[src/rtl/store_sequencer.sv]
// store_sequencer: decodes a store request (width, byte lanes, strobes), then
// issues one or two aligned 32-bit write transactions on a valid/ready bus.
// Word-crossing stores are split into two writes or rejected with err,
// selected by SPLIT_MISALIGNED.
module store_sequencer #(
  parameter bit SPLIT_MISALIGNED = 1'b1
) (
  input  logic        clk,
  input  logic        reset,
  input  logic        req_valid,
  output logic        req_ready,
  input  logic [2:0]  funct3,
  input  logic [31:0] addr,
  input  logic [31:0] wdata_in,
  input  logic        amo_data_store,
  output logic        mem_valid,
  input  logic        mem_ready,
  output logic [31:0] mem_addr,
  output logic [31:0] mem_wdata,
  output logic [3:0]  mem_wstrb,
  output logic        done,
  output logic        err
);

  typedef enum logic [1:0] {
    IDLE = 2'd0,
    ACC0 = 2'd1,
    ACC1 = 2'd2,
    RESP = 2'd3
  } state_t;

  state_t      state;
  state_t      state_nx;

  // Latched request: first word address, 64-bit lane window, 8 strobes.
  logic [29:0] word_q;
  logic [63:0] data_q;
  logic [7:0]  strb_q;
  logic        err_q;

  logic [3:0]  base_strb;
  logic        illegal;
  logic [63:0] wide_data;
  logic [7:0]  wide_strb;
  logic        split;
  logic        reject;

  // Width decode and lane alignment of the incoming request.
  always_comb begin
    base_strb = '0;
    illegal   = 1'b0;
    if (amo_data_store) begin
      base_strb = 4'b1111;
    end else begin
      case (funct3)
        3'b000:  base_strb = 4'b0001;
        3'b001:  base_strb = 4'b0011;
        3'b010:  base_strb = 4'b1111;
        default: illegal   = 1'b1;
      endcase
    end
    wide_data = {32'b0, wdata_in} << {addr[1:0], 3'b000};
    wide_strb = {4'b0, base_strb} << addr[1:0];
    split     = |wide_strb[7:4];
    reject    = illegal | (split & ~SPLIT_MISALIGNED);
  end

  // Next-state logic; request inputs only matter in IDLE, mem_ready only in ACCx.
  always_comb begin
    state_nx = state;
    case (state)
      IDLE: if (req_valid) state_nx = reject ? RESP : ACC0;
      ACC0: if (mem_ready) state_nx = (|strb_q[7:4]) ? ACC1 : RESP;
      ACC1: if (mem_ready) state_nx = RESP;
      RESP: state_nx = IDLE;
      default: state_nx = IDLE;
    endcase
  end

  // State register; async reset abandons any in-flight store.
  always_ff @(posedge clk or posedge reset) begin
    if (reset) state <= IDLE;
    else       state <= state_nx;
  end

  // Capture the aligned request on acceptance; held stable through ACC0/ACC1.
  always_ff @(posedge clk or posedge reset) begin
    if (reset) begin
      word_q <= '0;
      data_q <= '0;
      strb_q <= '0;
      err_q  <= 1'b0;
    end else if (state == IDLE && req_valid) begin
      word_q <= addr[31:2];
      data_q <= wide_data;
      strb_q <= wide_strb;
      err_q  <= reject;
    end
  end

  // Outputs decoded from state and registered request only.
  always_comb begin
    req_ready = (state == IDLE);
    mem_valid = 1'b0;
    mem_addr  = '0;
    mem_wdata = '0;
    mem_wstrb = '0;
    done      = (state == RESP);
    err       = (state == RESP) & err_q;
    if (state == ACC0) begin
      mem_valid = 1'b1;
      mem_addr  = {word_q, 2'b00};
      mem_wdata = data_q[31:0];
      mem_wstrb = strb_q[3:0];
    end else if (state == ACC1) begin
      mem_valid = 1'b1;
      mem_addr  = {word_q + 30'd1, 2'b00};
      mem_wdata = data_q[63:32];
      mem_wstrb = strb_q[7:4];
    end
  end

endmodule
[config.mk]
export PLATFORM = sky130hd
export DESIGN_NAME = store_sequencer
export DESIGN_NICKNAME = d
export VERILOG_FILES = /design/src/rtl/store_sequencer.sv
export SDC_FILE = /design/constraint.sdc
export NUM_CORES = 1
export LEC_CHECK = 0
export CELL_PAD_IN_SITES_DETAIL_PLACEMENT = 0
export CELL_PAD_IN_SITES_GLOBAL_PLACEMENT = 1
export CORE_ASPECT_RATIO = 0.8
export CORE_MARGIN = 2
export CORE_UTILIZATION = 39
export CTS_CLUSTER_SIZE = 8
export DETAILED_ROUTE_END_ITERATION = 7
export PLACE_DENSITY = 0.85
export REMOVE_ABC_BUFFERS = 1
export SKIP_CTS_REPAIR_TIMING = 1
export SLEW_MARGIN = 25
export SYNTH_ARGS = -nofsm -noshare
export SYNTH_HDL_FRONTEND = slang
export SYNTH_SLANG_ARGS = --single-unit
export TNS_END_PERCENT = 30
[constraint.sdc]
create_clock -name clk -period 7.4 [get_ports clk]
set_clock_uncertainty 0.2 [all_clocks]
set_input_delay 0.74 -clock clk [delete_from_list [all_inputs] [get_ports clk]]
set_output_delay 0.74 -clock clk [all_outputs]
set_load 0.03 [all_outputs]
# Yosys cells after proc, flatten, opt, wreduce, memory -nomap -nowiden
# Index checks and enable logic that the tools add are counted.
# word_totals
in_bits	72
reg_bits	105
word_cells	41
# classes
reduce_logical	6
shift	2
mux	18
bitwise_logic	1
add_sub_neg	1
eq_ne	8
# op_table
operator	n
32-bit two-way mux	4
32-bit by 5-bit << shifter with 64-bit output	1
30-bit by 1-bit adder with 30-bit output, second input constant	1
4-bit two-way mux	3
4-bit case mux with 3 select lines	1
2-bit two-way mux	4
2-bit case mux with 4 select lines	1
4-bit by 2-bit << shifter with 8-bit output	1
2-bit != test, second input constant	3
1-bit two-way mux	5
2-bit == test, second input constant	2
4-bit OR reduction	1
3-bit by 1-bit == test with 1-bit output, second input constant	1
3-bit by 2-bit == test with 1-bit output, second input constant	1
3-bit logical NOT	1
3-bit AND reduction	1
3-bit OR reduction	1
2-bit by 1-bit == test with 1-bit output, second input constant	1
2-bit logical NOT	1
1-bit AND	1
1-bit logical AND	1

# Depth between registers and ports, before layout
# Gate-level depths: netlist of the first run.
# logic_depth
ltp_word	7
mapped_depth	8

# Least setup slack after synthesis of the first run
# OpenSTA, ideal clock, no wires.
# synth_timing
kind	reg2out
start	register state[1]
end	output port mem_addr[31]
path_stages_with_launch	9
t_arrival_ps	2251
path_slack_ps	4209
cell_sequence	dfrtp_1 inv_1 ha_1 buf_2 nand2b_1 nor2_2 nand3_2 or3_1 a21oi_1
# synth_between
elab_chain_len	3
word_cells_on_any_way	4
# synth_rtl
item	line	text
start, declared	32	state_t state;
start signal, assigned	83	else state <= state_nx;
2-bit == test	115	end else if (state == ACC1) begin
32-bit two-way mux	115	
32-bit two-way mux (*)	110	if (state == ACC0) begin
end, declared	18	output logic [31:0] mem_addr,
# Every way passes the cells marked *; elsewhere a longest branch is shown, timed or not.

# Worst setup path after layout of the first run
# Ends and elaborated chain as after synthesis.

==> run_results.csv, run 1 <==
group,metric,value,unit
drt,drt_iter0_drc,310,
critical_path,worst_ep_arrival_time,3.49,ns
global_route,grt_max_degree,104,
floorplan,floorplan.initialDensity,0.404,
placed_design,placed_area,6790,um2
placed_design,numPortBuffers,141,
logic_synthesis,yosys_register_bits,96,
final_layout,layout.cells.most_common,"sky130_fd_sc_hd__clkdlybuf4s50_1",
power,cellPowerDensity,419,nW/um2
timing,rsz0062_at_grt,"false",
timing,post-route-min-period,4.43,ns
logic_synthesis,synthDistinctLibCells,38,
floorplan,core_region_area,13000,um2
timing,slew-limit-headroom,0.319,
timing,hold_violations,0,
final_layout,drive_above_1_share,0.107,
drt,drt-total-wl,14800,um
final_layout,fillerInstances,1203,
timing,final.hold.worst_slack,0.272,ns
floorplan,placement_rows,37,
drt,avgViaCountPerCell,5.30,
power,p_leak,2.95,nW
timing,period_share,0.598,
timing,timing_max_transition_violations_final,0,
drt,routed-via-count,4593,
logic_synthesis,post_synth.cell_area_avg,9.29,um2
final_layout,mostFrequentLayoutCells,"140 x sky130_fd_sc_hd__clkdlybuf4s50_1, 96 x sky130_fd_sc_hd__nand2_1, 96 x sky130_fd_sc_hd__dfrtp_1",
timing,final_setup_vio_count,0,
global_route,grt_remaining_overflow,0,
final_layout,diodes,0,
global_route,global_route.usage.total,0.209,
timing,max_slew.worst_pin.slew,1.01,ns
logic_synthesis,synthCells,566,
final_layout,fin_area,7090,um2
final_layout,synthToLayoutAreaGrowth,34.8,%
clock_tree,worst_skew_pair.late_latency,0.34,ns
floorplan,die-width,134,um
drt,drc_errors,0,
critical_path,path_max_fanout,63,
floorplan,floorplan.io_pins,144,
drt,routed_wire_length_per_instance,17.0,um
power,irDropWorstVdd,0.274,mV
clock_tree,clock_path_buffers,2,
global_route,antenna_found_initial,0,
placed_design,dpl.hpwl,10200,um
timing,fmaxAchievable,226,MHz
timing,timing.setup.tns,0,ns
critical_path,required_time_of_the_worst_setup_path,6.46,ns
logic_synthesis,yosysSeqAreaShare,0.457,
final_layout,fin_nets,764,
clock_tree,clk_transition_reported_paths,0.06,ns
drt,detailedRoute.firstPassIterationCount,5,
run,drv.max_cap_violation_count,0,
drt,detail-route-antenna-nets,0,
floorplan,chipHeight,108,um
clock_tree,number_of_levels_in_the_clock_h_tree,3,
critical_path,crit_path_start_kind,"flip-flop",
hold_path,hold_path_class,"flip-flop to flip-flop",
clock_tree,clock_sinks,96,
outcome,run_status,"finished clean",
placed_design,final_weighted_congestion_in_routability_driven_placement,0.811,
clock_tree,cell_at_the_root_of_the_clock_tree,"sky130_fd_sc_hd__clkbuf_16",
clock_tree,cts-buffers-inserted,9,
logic_synthesis,synth-warning-count,0,
global_route,grt_pass1_vias,4765,
clock_tree,tritoncts_clock_tree,"built",
critical_path,path_class,"flip-flop to primary output",
global_route,global_route_wire_length_before_repair,23900,um
critical_path,endpoint_kind_of_the_worst_setup_timing_path,"primary output",
logic_synthesis,syn_area,5260,um2
floorplan,die_area,14400,um2
## through the flow
stage,setup slack (ns),utilization,std cells,power [mW]
finish,2.97,0.545,867,2.97
global route,2.72,0.545,867,3.16
CTS,2.96,0.545,867,3.00
detailed placement,3.34,0.522,851,2.52
global placement,3.43,0.522,851,2.48
floorplan,3.42,-,530,1.90
## final cells by class
class / count / area [um2] / share of cell area
sequential: 96 / 2400 / 0.339
clock inverter: 6 / 58.8 / 0.00830
multi-input combinational: 429 / 2700 / 0.381
clock buffer: 10 / 239 / 0.0337
tap: 175 / 219 / 0.0309
timing repair buffer: 146 / 1440 / 0.204
inverter: 5 / 21.3 / 0.00300
## power breakdown
part | total [mW] | leakage [nW] | switching, mW | internal, mW
combinational | 1.55 | 1.59 | 0.907 | 0.645
sequential | 0.952 | 1.21 | 0.186 | 0.766
clock | 0.467 | 0.152 | 0.198 | 0.269
total | 2.97 | 2.95 | 1.29 | 1.68
## cell families after synthesis
kind of cell,count (synthesis),synth area share
adders and majority gates,5,0.0119
buffers and inverters,42,0.0328
DFF,96,0.457
xor gates and xnor gates,21,0.0350
and+or+nand+nor,204,0.181
AOI/OAI and AO/OA,131,0.146
other,1,0.000713
muxes,66,0.135
## routing by layer
metal  GRT usage  share of wire  up-vias
met5           0              0        -
met4      0.0684          0.020        0
met3      0.0424          0.054       24
met2       0.344           0.48      141
met1       0.276           0.45     2215
li1            -              -     2213
## sequential cells by signal, indices dropped and copies added (netlist names)
register	cells
err_q	1
strb_q	7
word_q	30
data_q	56
state	2
## cell usage after synthesis, drive strengths merged
cell    instances  area (um2)
nand2          97         364
dfrtp          96        2400
o21ai          71         355
mux2           40         450
nor2           39         151
a21oi          27         135
a22o           26         228
mux2i          26         260
clkbuf         25        93.8
xor2           17         149
nor2b          13        81.3
buf            12        60.1
nand3          12        65.1
and2           10        62.6
nand4          10        68.8
and3            6        37.5
ha              5        62.6
inv             5        18.8
or3             5        31.3
o31ai           4        30.0
xnor2           4        35.0
nor3            3        20.0
a211oi          2        15.0
and4            2        17.5
nand2b          2        12.5
nor4            2        18.8
conb            1        3.75
nor4b           1        8.76
o22ai           1        6.26
or2             1        6.26
or4             1        7.51
## worst paths after layout
kind                                         from                     end  slack, ns  cells past startpoint
max                          state[1]$_DFFE_PP0P_            mem_addr[31]       2.97                      9
min                        data_q[30]$_DFFE_PP0P_  data_q[30]$_DFFE_PP0P_       0.27                      2
max reg2reg                  state[0]$_DFFE_PP0P_   strb_q[0]$_DFFE_PP0P_       4.30                      7
min reg2reg                data_q[30]$_DFFE_PP0P_  data_q[30]$_DFFE_PP0P_       0.27                      2
max in group asynchronous                   reset  data_q[18]$_DFFE_PP0P_       5.24                      3
min in group asynchronous                   reset    state[0]$_DFFE_PP0P_       0.56                      2
## critical path: stages, from the launching register on
cell and delay (ns):
sky130_fd_sc_hd__dfrtp_1 0.39, sky130_fd_sc_hd__inv_1 0.09, sky130_fd_sc_hd__ha_2 0.17, sky130_fd_sc_hd__buf_4 0.30, sky130_fd_sc_hd__nand2b_1 0.30, sky130_fd_sc_hd__nor2_2 0.41, sky130_fd_sc_hd__nand3_2 0.21, sky130_fd_sc_hd__or3_1 0.41
sky130_fd_sc_hd__a21oi_1 0.16, sky130_fd_sc_hd__clkdlybuf4s50_1 0.69
No activity file was read; power rests on OpenSTA's default activity.
==> run 2, diff against run 1 <==
--- a/config.mk
+++ b/config.mk
@@ -9,10 +9,10 @@
 export CELL_PAD_IN_SITES_GLOBAL_PLACEMENT = 1
 export CORE_ASPECT_RATIO = 0.8
 export CORE_MARGIN = 2
-export CORE_UTILIZATION = 39
+export CORE_UTILIZATION = 36
 export CTS_CLUSTER_SIZE = 8
 export DETAILED_ROUTE_END_ITERATION = 7
-export PLACE_DENSITY = 0.85
+export PLACE_DENSITY = 0.79
 export REMOVE_ABC_BUFFERS = 1
 export SKIP_CTS_REPAIR_TIMING = 1
 export SLEW_MARGIN = 25
==> constraint.sdc (replaced) <==
create_clock -name clk -period 4.61 [get_ports clk]
set_clock_uncertainty 0.2 [all_clocks]
set_input_delay 0.461 -clock clk [delete_from_list [all_inputs] [get_ports clk]]
set_output_delay 0.461 -clock clk [all_outputs]
set_load 0.03 [all_outputs]
==> run 2 against run 1 <==
  * Non-clock buffer count is 3 higher
  * Design area is 0.11% lower
  * Sequential share of layout area hardly changed
  * Hold slack better by 0.0052 ns
  * Die area is 8.1% higher
  * Clock power is 46% higher
  * Critical path depth is 1 lower
  * Total power is 59% higher
  * First-iteration DRC count is 19% higher
==> run_results.csv, run 2 (synthesized netlist as in run 1, its figures left out) <==
group,metric,value,unit
timing,timing_max_transition_violations_final,0,
critical_path,path_max_fanout,9,
timing,timing.setup.tns,0,ns
final_layout,multi_input_combinational_cell_area,2700,um2
placed_design,numPortBuffers,141,
floorplan,chipHeight,112,um
placed_design,final_weighted_congestion_in_routability_driven_placement,0.816,
floorplan,die-width,139,um
power,share_seq_of_total_power,0.326,
final_layout,layout.core_utilization,0.495,
floorplan,floorplan.io_pins,144,
final_layout,fin_nets,767,
timing,period_share,0.799,
final_layout,top_register,"data_q",
timing,max_slew.worst_pin.slew,0.928,ns
timing,rsz0062_at_grt,"false",
drt,drc_errors,0,
clock_tree,worst_skew_pair.late_latency,0.33,ns
run,drv.max_cap_violation_count,0,
final_layout,layout.cells.most_common,"sky130_fd_sc_hd__clkdlybuf4s50_1",
drt,detail-route-antenna-nets,0,
clock_tree,clock_sinks,96,
power,power_switching,2.06,mW
floorplan,floorplan.initialDensity,0.368,
drt,routed_wire_length_per_instance,17.3,um
power,internal_power,2.66,mW
floorplan,core_region_area,14300,um2
final_layout,diodes,0,
drt,drt_iter0_drc,368,
drt,drt-total-wl,15200,um
final_layout,mostFrequentLayoutCells,"140 x sky130_fd_sc_hd__clkdlybuf4s50_1, 96 x sky130_fd_sc_hd__nand2_1, 96 x sky130_fd_sc_hd__dfrtp_1",
outcome,run_status,"finished clean",
final_layout,drive_above_1_share,0.103,
floorplan,die_area,15600,um2
power,power.switching_fraction,0.436,
critical_path,worst_ep_arrival_time,3.02,ns
final_layout,fillerInstances,1311,
clock_tree,clk_transition_reported_paths,0.06,ns
power,pwr-share-clk,0.144,
power,p_leak,2.94,nW
timing,final_setup_vio_count,0,
clock_tree,cts-buffers-inserted,9,
critical_path,endpoint_kind_of_the_worst_setup_timing_path,"primary output",
timing,slew-limit-headroom,0.380,
power,p_total,4.73,mW
final_layout,synthToLayoutAreaGrowth,34.6,%
global_route,grt_pass1_vias,4500,
global_route,grt_max_degree,75,
timing,hold_violations,0,
global_route,global_route.usage.total,0.197,
final_layout,largest_registers,"data_q (56), word_q (30), strb_q (7)",
placed_design,dpl.hpwl,10700,um
placed_design,pre_cts_slack,1.29,ns
power,irDropWorstVdd,0.476,mV
timing,final_worst_slack,0.925,ns
global_route,global_route_wire_length_before_repair,24400,um
global_route,grt_remaining_overflow,0,
drt,detailedRoute.firstPassIterationCount,6,
hold_path,hold_path_class,"flip-flop to flip-flop",
power,combPwrFrac,0.529,
floorplan,placement_rows,39,
global_route,antenna_found_initial,0,
power,cellPowerDensity,668,nW/um2
clock_tree,tritoncts_clock_tree,"built",
clock_tree,cell_at_the_root_of_the_clock_tree,"sky130_fd_sc_hd__clkbuf_16",
critical_path,path_class,"flip-flop to primary output",
drt,routed-via-count,4576,
timing,fmaxAchievable,271,MHz
final_layout,post_layout_nonfiller_instances,876,
clock_tree,number_of_levels_in_the_clock_h_tree,3,
final_layout,seqCellArea,2400,um2
clock_tree,clock_path_buffers,2,
critical_path,required_time_of_the_worst_setup_path,3.95,ns
drt,avgViaCountPerCell,5.22,
timing,post-route-min-period,3.68,ns
final_layout,largest_register_ff_count,56,
critical_path,crit_path_start_kind,"flip-flop",
placed_design,placed_cells_incl_taps,863,
run 2: per-layer routing:
layer | GRT usage | routed length [um] | vias up | share of wire
met2 | 0.328 | 7350 | 123 | 0.48
met5 | 0 | 0 | - | 0
met1 | 0.273 | 6960 | 2219 | 0.46
met4 | 0.0465 | 213 | 0 | 0.014
li1 | - | - | 2221 | -
met3 | 0.0328 | 645 | 13 | 0.043
run 2: cell type report:
| class | instances | share of cell area |
|---|---|---|
| clock inverters | 1 | 0.000707 |
| multi-input cells | 429 | 0.381 |
| flip-flops and latches | 96 | 0.339 |
| clock buffers | 12 | 0.0362 |
| repair buffers | 149 | 0.207 |
| inverters | 5 | 0.00300 |
| well taps | 184 | 0.0325 |
run 2: worst paths after layout:
check,to,slack (ns),from,cells past startpoint
worst max-delay path,mem_addr[31],0.93,state[1]$_DFFE_PP0P_,8
worst min-delay path,strb_q[3]$_DFFE_PP0P_,0.28,strb_q[3]$_DFFE_PP0P_,2
worst max register to register,strb_q[0]$_DFFE_PP0P_,1.87,state[0]$_DFFE_PP0P_,6
worst min register to register,strb_q[3]$_DFFE_PP0P_,0.28,strb_q[3]$_DFFE_PP0P_,2
max in group asynchronous,strb_q[4]$_DFFE_PP0P_,2.83,reset,3
min in group asynchronous,word_q[10]$_DFFE_PP0P_,0.46,reset,2
run 2: power groups by stage:
stage	clock network [mW]	logic [mW]	registers, mW
CTS	0.698	2.53	1.54
global placement	0	2.48	1.53
detailed placement	0	2.52	1.55
finish	0.681	2.50	1.54
global route	0.738	2.71	1.59
floorplan	0	1.59	1.46
run 2: critical path, stage by stage, from the launching register on:
cell	delay (ns)
sky130_fd_sc_hd__dfrtp_1	0.40
sky130_fd_sc_hd__inv_1	0.09
sky130_fd_sc_hd__ha_2	0.18
sky130_fd_sc_hd__nand2b_1	0.20
sky130_fd_sc_hd__nor2_2	0.40
sky130_fd_sc_hd__nand3_2	0.20
sky130_fd_sc_hd__or3_1	0.38
sky130_fd_sc_hd__a21oi_1	0.15
sky130_fd_sc_hd__clkdlybuf4s50_1	0.68
run 2: per-stage QoR:
step                      hold slack [ns]  instance area (um2)
after floorplan                     0.241                 5110
after global placement              0.253                 6820
after detailed placement            0.268                 6820
after CTS                           0.282                 7080
after global routing                0.299                 7080
final                               0.277                 7080
==> run 3, diff against run 2 <==
==> constraint.sdc (replaced) <==
create_clock -name clk -period 3.77 [get_ports clk]
set_clock_uncertainty 0.2 [all_clocks]
set_input_delay 0.377 -clock clk [delete_from_list [all_inputs] [get_ports clk]]
set_output_delay 0.377 -clock clk [all_outputs]
set_load 0.03 [all_outputs]
==> run 3 against run 2 <==
  * Wire length is 0.63% higher
  * Sequential power is 21% higher
  * Global-route usage is 0.46 points lower
  * Die area stayed put
  * Final cell count is 0.80% higher
  * Via count is 1.6% higher
  * Critical endpoint unchanged
==> run_results.csv, run 3 (synthesized netlist as in run 1, its figures left out) <==
group,metric,value,unit
outcome,run_status,"finished clean",
drt,routed_wire_length_per_instance,17.3,um
drt,drt-total-wl,15300,um
floorplan,placement_rows,39,
final_layout,fin_nets,771,
global_route,antenna_found_initial,0,
floorplan,die-width,139,um
critical_path,crit_path_start_kind,"flip-flop",
timing,timing.setup.tns,0,ns
final_layout,drive_above_1_share,0.132,
drt,drc_errors,0,
power,cellPowerDensity,829,nW/um2
clock_tree,cell_at_the_root_of_the_clock_tree,"sky130_fd_sc_hd__clkbuf_16",
critical_path,largest_delay_contributor_family_on_the_critical_path,"simple AND/OR/NAND/NOR gates",
run,drv.max_cap_violation_count,0,
floorplan,die_area,15600,um2
timing,rsz0062_at_grt,"false",
power,p_leak,3.02,nW
drt,detail-route-antenna-nets,0,
timing,timing_max_transition_violations_final,0,
global_route,global_route_wire_length_before_repair,23900,um
clock_tree,clock_sinks,96,
power,share_seq_of_total_power,0.314,
clock_tree,cts-buffers-inserted,9,
final_layout,diodes,0,
power,p_total,5.95,mW
final_layout,mostFrequentLayoutCells,"126 x sky130_fd_sc_hd__clkdlybuf4s50_1, 96 x sky130_fd_sc_hd__nand2_1, 96 x sky130_fd_sc_hd__dfrtp_1",
timing,slew-limit-headroom,0.330,
critical_path,crit_cells,7,
critical_path,timing.critical_path.cells,"nand4_2 > nor4_2 > buf_4 > nand3_2 > or3_1 > a21oi_1 > clkdlybuf4s50_1",
power,power.switching_fraction,0.430,
final_layout,largest_register_ff_count,56,
global_route,global_route.usage.total,0.193,
drt,avgViaCountPerCell,5.27,
placed_design,placed_cells_incl_taps,867,
clock_tree,number_of_levels_in_the_clock_h_tree,3,
critical_path,ff2ff_path_depth,6,
drt,drt_iter0_drc,325,
global_route,grt_pass1_vias,4530,
clock_tree,clock_path_buffers,2,
final_layout,layout.cells.most_common,"sky130_fd_sc_hd__clkdlybuf4s50_1",
hold_path,worst_hold_path.num_cells,2,
timing,max_slew.worst_pin.slew,0.999,ns
power,internal_power,3.39,mW
placed_design,dpl.hpwl,10700,um
power,pwr-share-clk,0.167,
timing,final_setup_vio_count,0,
drt,routed-via-count,4650,
power,irDropWorstVdd,0.613,mV
hold_path,hold_path_class,"flip-flop to flip-flop",
final_layout,synthToLayoutAreaGrowth,36.4,%
drt,detailedRoute.firstPassIterationCount,7,
floorplan,core_region_area,14300,um2
critical_path,endpoint_kind_of_the_worst_setup_timing_path,"primary output",
power,power_switching,2.55,mW
critical_path,longest_individual_stage_delay_on_the_worst_path,0.68,ns
floorplan,floorplan.initialDensity,0.368,
critical_path,worstPathBufferInverterCount,2,
placed_design,placed_area,6850,um2
timing,period_share,0.926,
power,combPwrFrac,0.519,
critical_path,path_max_fanout,11,
final_layout,fin_area,7170,um2
placed_design,final_weighted_congestion_in_routability_driven_placement,0.820,
floorplan,chipHeight,112,um
timing,post-route-min-period,3.49,ns
placed_design,numPortBuffers,141,
clock_tree,clk_transition_reported_paths,0.06,ns
final_layout,post_layout_nonfiller_instances,883,
critical_path,worst_ep_arrival_time,2.91,ns
final_layout,top_register,"data_q",
timing,hold_violations,0,
critical_path,cell_type_of_the_slowest_stage_on_the_worst_timing_path,"sky130_fd_sc_hd__clkdlybuf4s50_1",
critical_path,required_time_of_the_worst_setup_path,3.19,ns
final_layout,largest_registers,"data_q (56), word_q (30), strb_q (7)",
global_route,grt_max_degree,102,
clock_tree,tritoncts_clock_tree,"built",
floorplan,floorplan.io_pins,144,
critical_path,path_class,"flip-flop to primary output",
global_route,grt_remaining_overflow,0,
timing,fmaxAchievable,287,MHz
clock_tree,worst_skew_pair.late_latency,0.33,ns
[run 3: layout make-up]
class	count	area (um2)
fill	1325	7120
tap	184	230
inverter	5	21.3
clock inverter	5	80.1
timing repair buffer	153	1500
multi-input combinational	429	2700
clock buffer	11	243
sequential	96	2400
[run 3: metal layers]
metal	share of wire	up-vias	wire length [um]	GRT usage
met5	0	-	0	0
met4	0.019	0	289	0.0545
met3	0.038	22	587	0.0388
met2	0.47	124	7250	0.316
met1	0.47	2287	7140	0.262
li1	-	2217	-	-
[run 3: path summary, 6_finish.rpt]
kind	start	end	slack, ns
hold / removal	strb_q[3]$_DFFE_PP0P_	strb_q[3]$_DFFE_PP0P_	0.28
max in group asynchronous	reset	word_q[28]$_DFFE_PP0P_	2.23
setup / recovery	word_q[8]$_DFFE_PP0P_	mem_addr[31]	0.28
min in group asynchronous	reset	word_q[11]$_DFFE_PP0P_	0.35
hold reg to reg	strb_q[3]$_DFFE_PP0P_	strb_q[3]$_DFFE_PP0P_	0.28
setup reg to reg	state[0]$_DFFE_PP0P_	strb_q[0]$_DFFE_PP0P_	1.28
[run 3: worst min-delay path, stage by stage (launching register included)]
cell and delay [ns]:
sky130_fd_sc_hd__dfrtp_1 0.34, sky130_fd_sc_hd__nand2_1 0.05, sky130_fd_sc_hd__o21ai_0 0.06
[run 3: per-stage QoR]
step,hold WS (ns),utilization,setup slack (ns)
after global routing,0.307,0.502,0.128
after detailed placement,0.264,0.479,0.660
final,0.277,0.502,0.280
after CTS,0.280,0.502,0.272
after global placement,0.254,0.479,0.690
after floorplan,0.241,-,-0.206
[run 3: power by group through the flow]
stage / clock [mW] / combinational (mW) / sequential [mW]
final: 0.992 / 3.09 / 1.87
after global routing: 1.06 / 3.33 / 1.93
after CTS: 1.01 / 3.11 / 1.86
after detailed placement: 0 / 3.10 / 1.88
after global placement: 0 / 3.05 / 1.85
after floorplan: 0 / 1.95 / 1.78
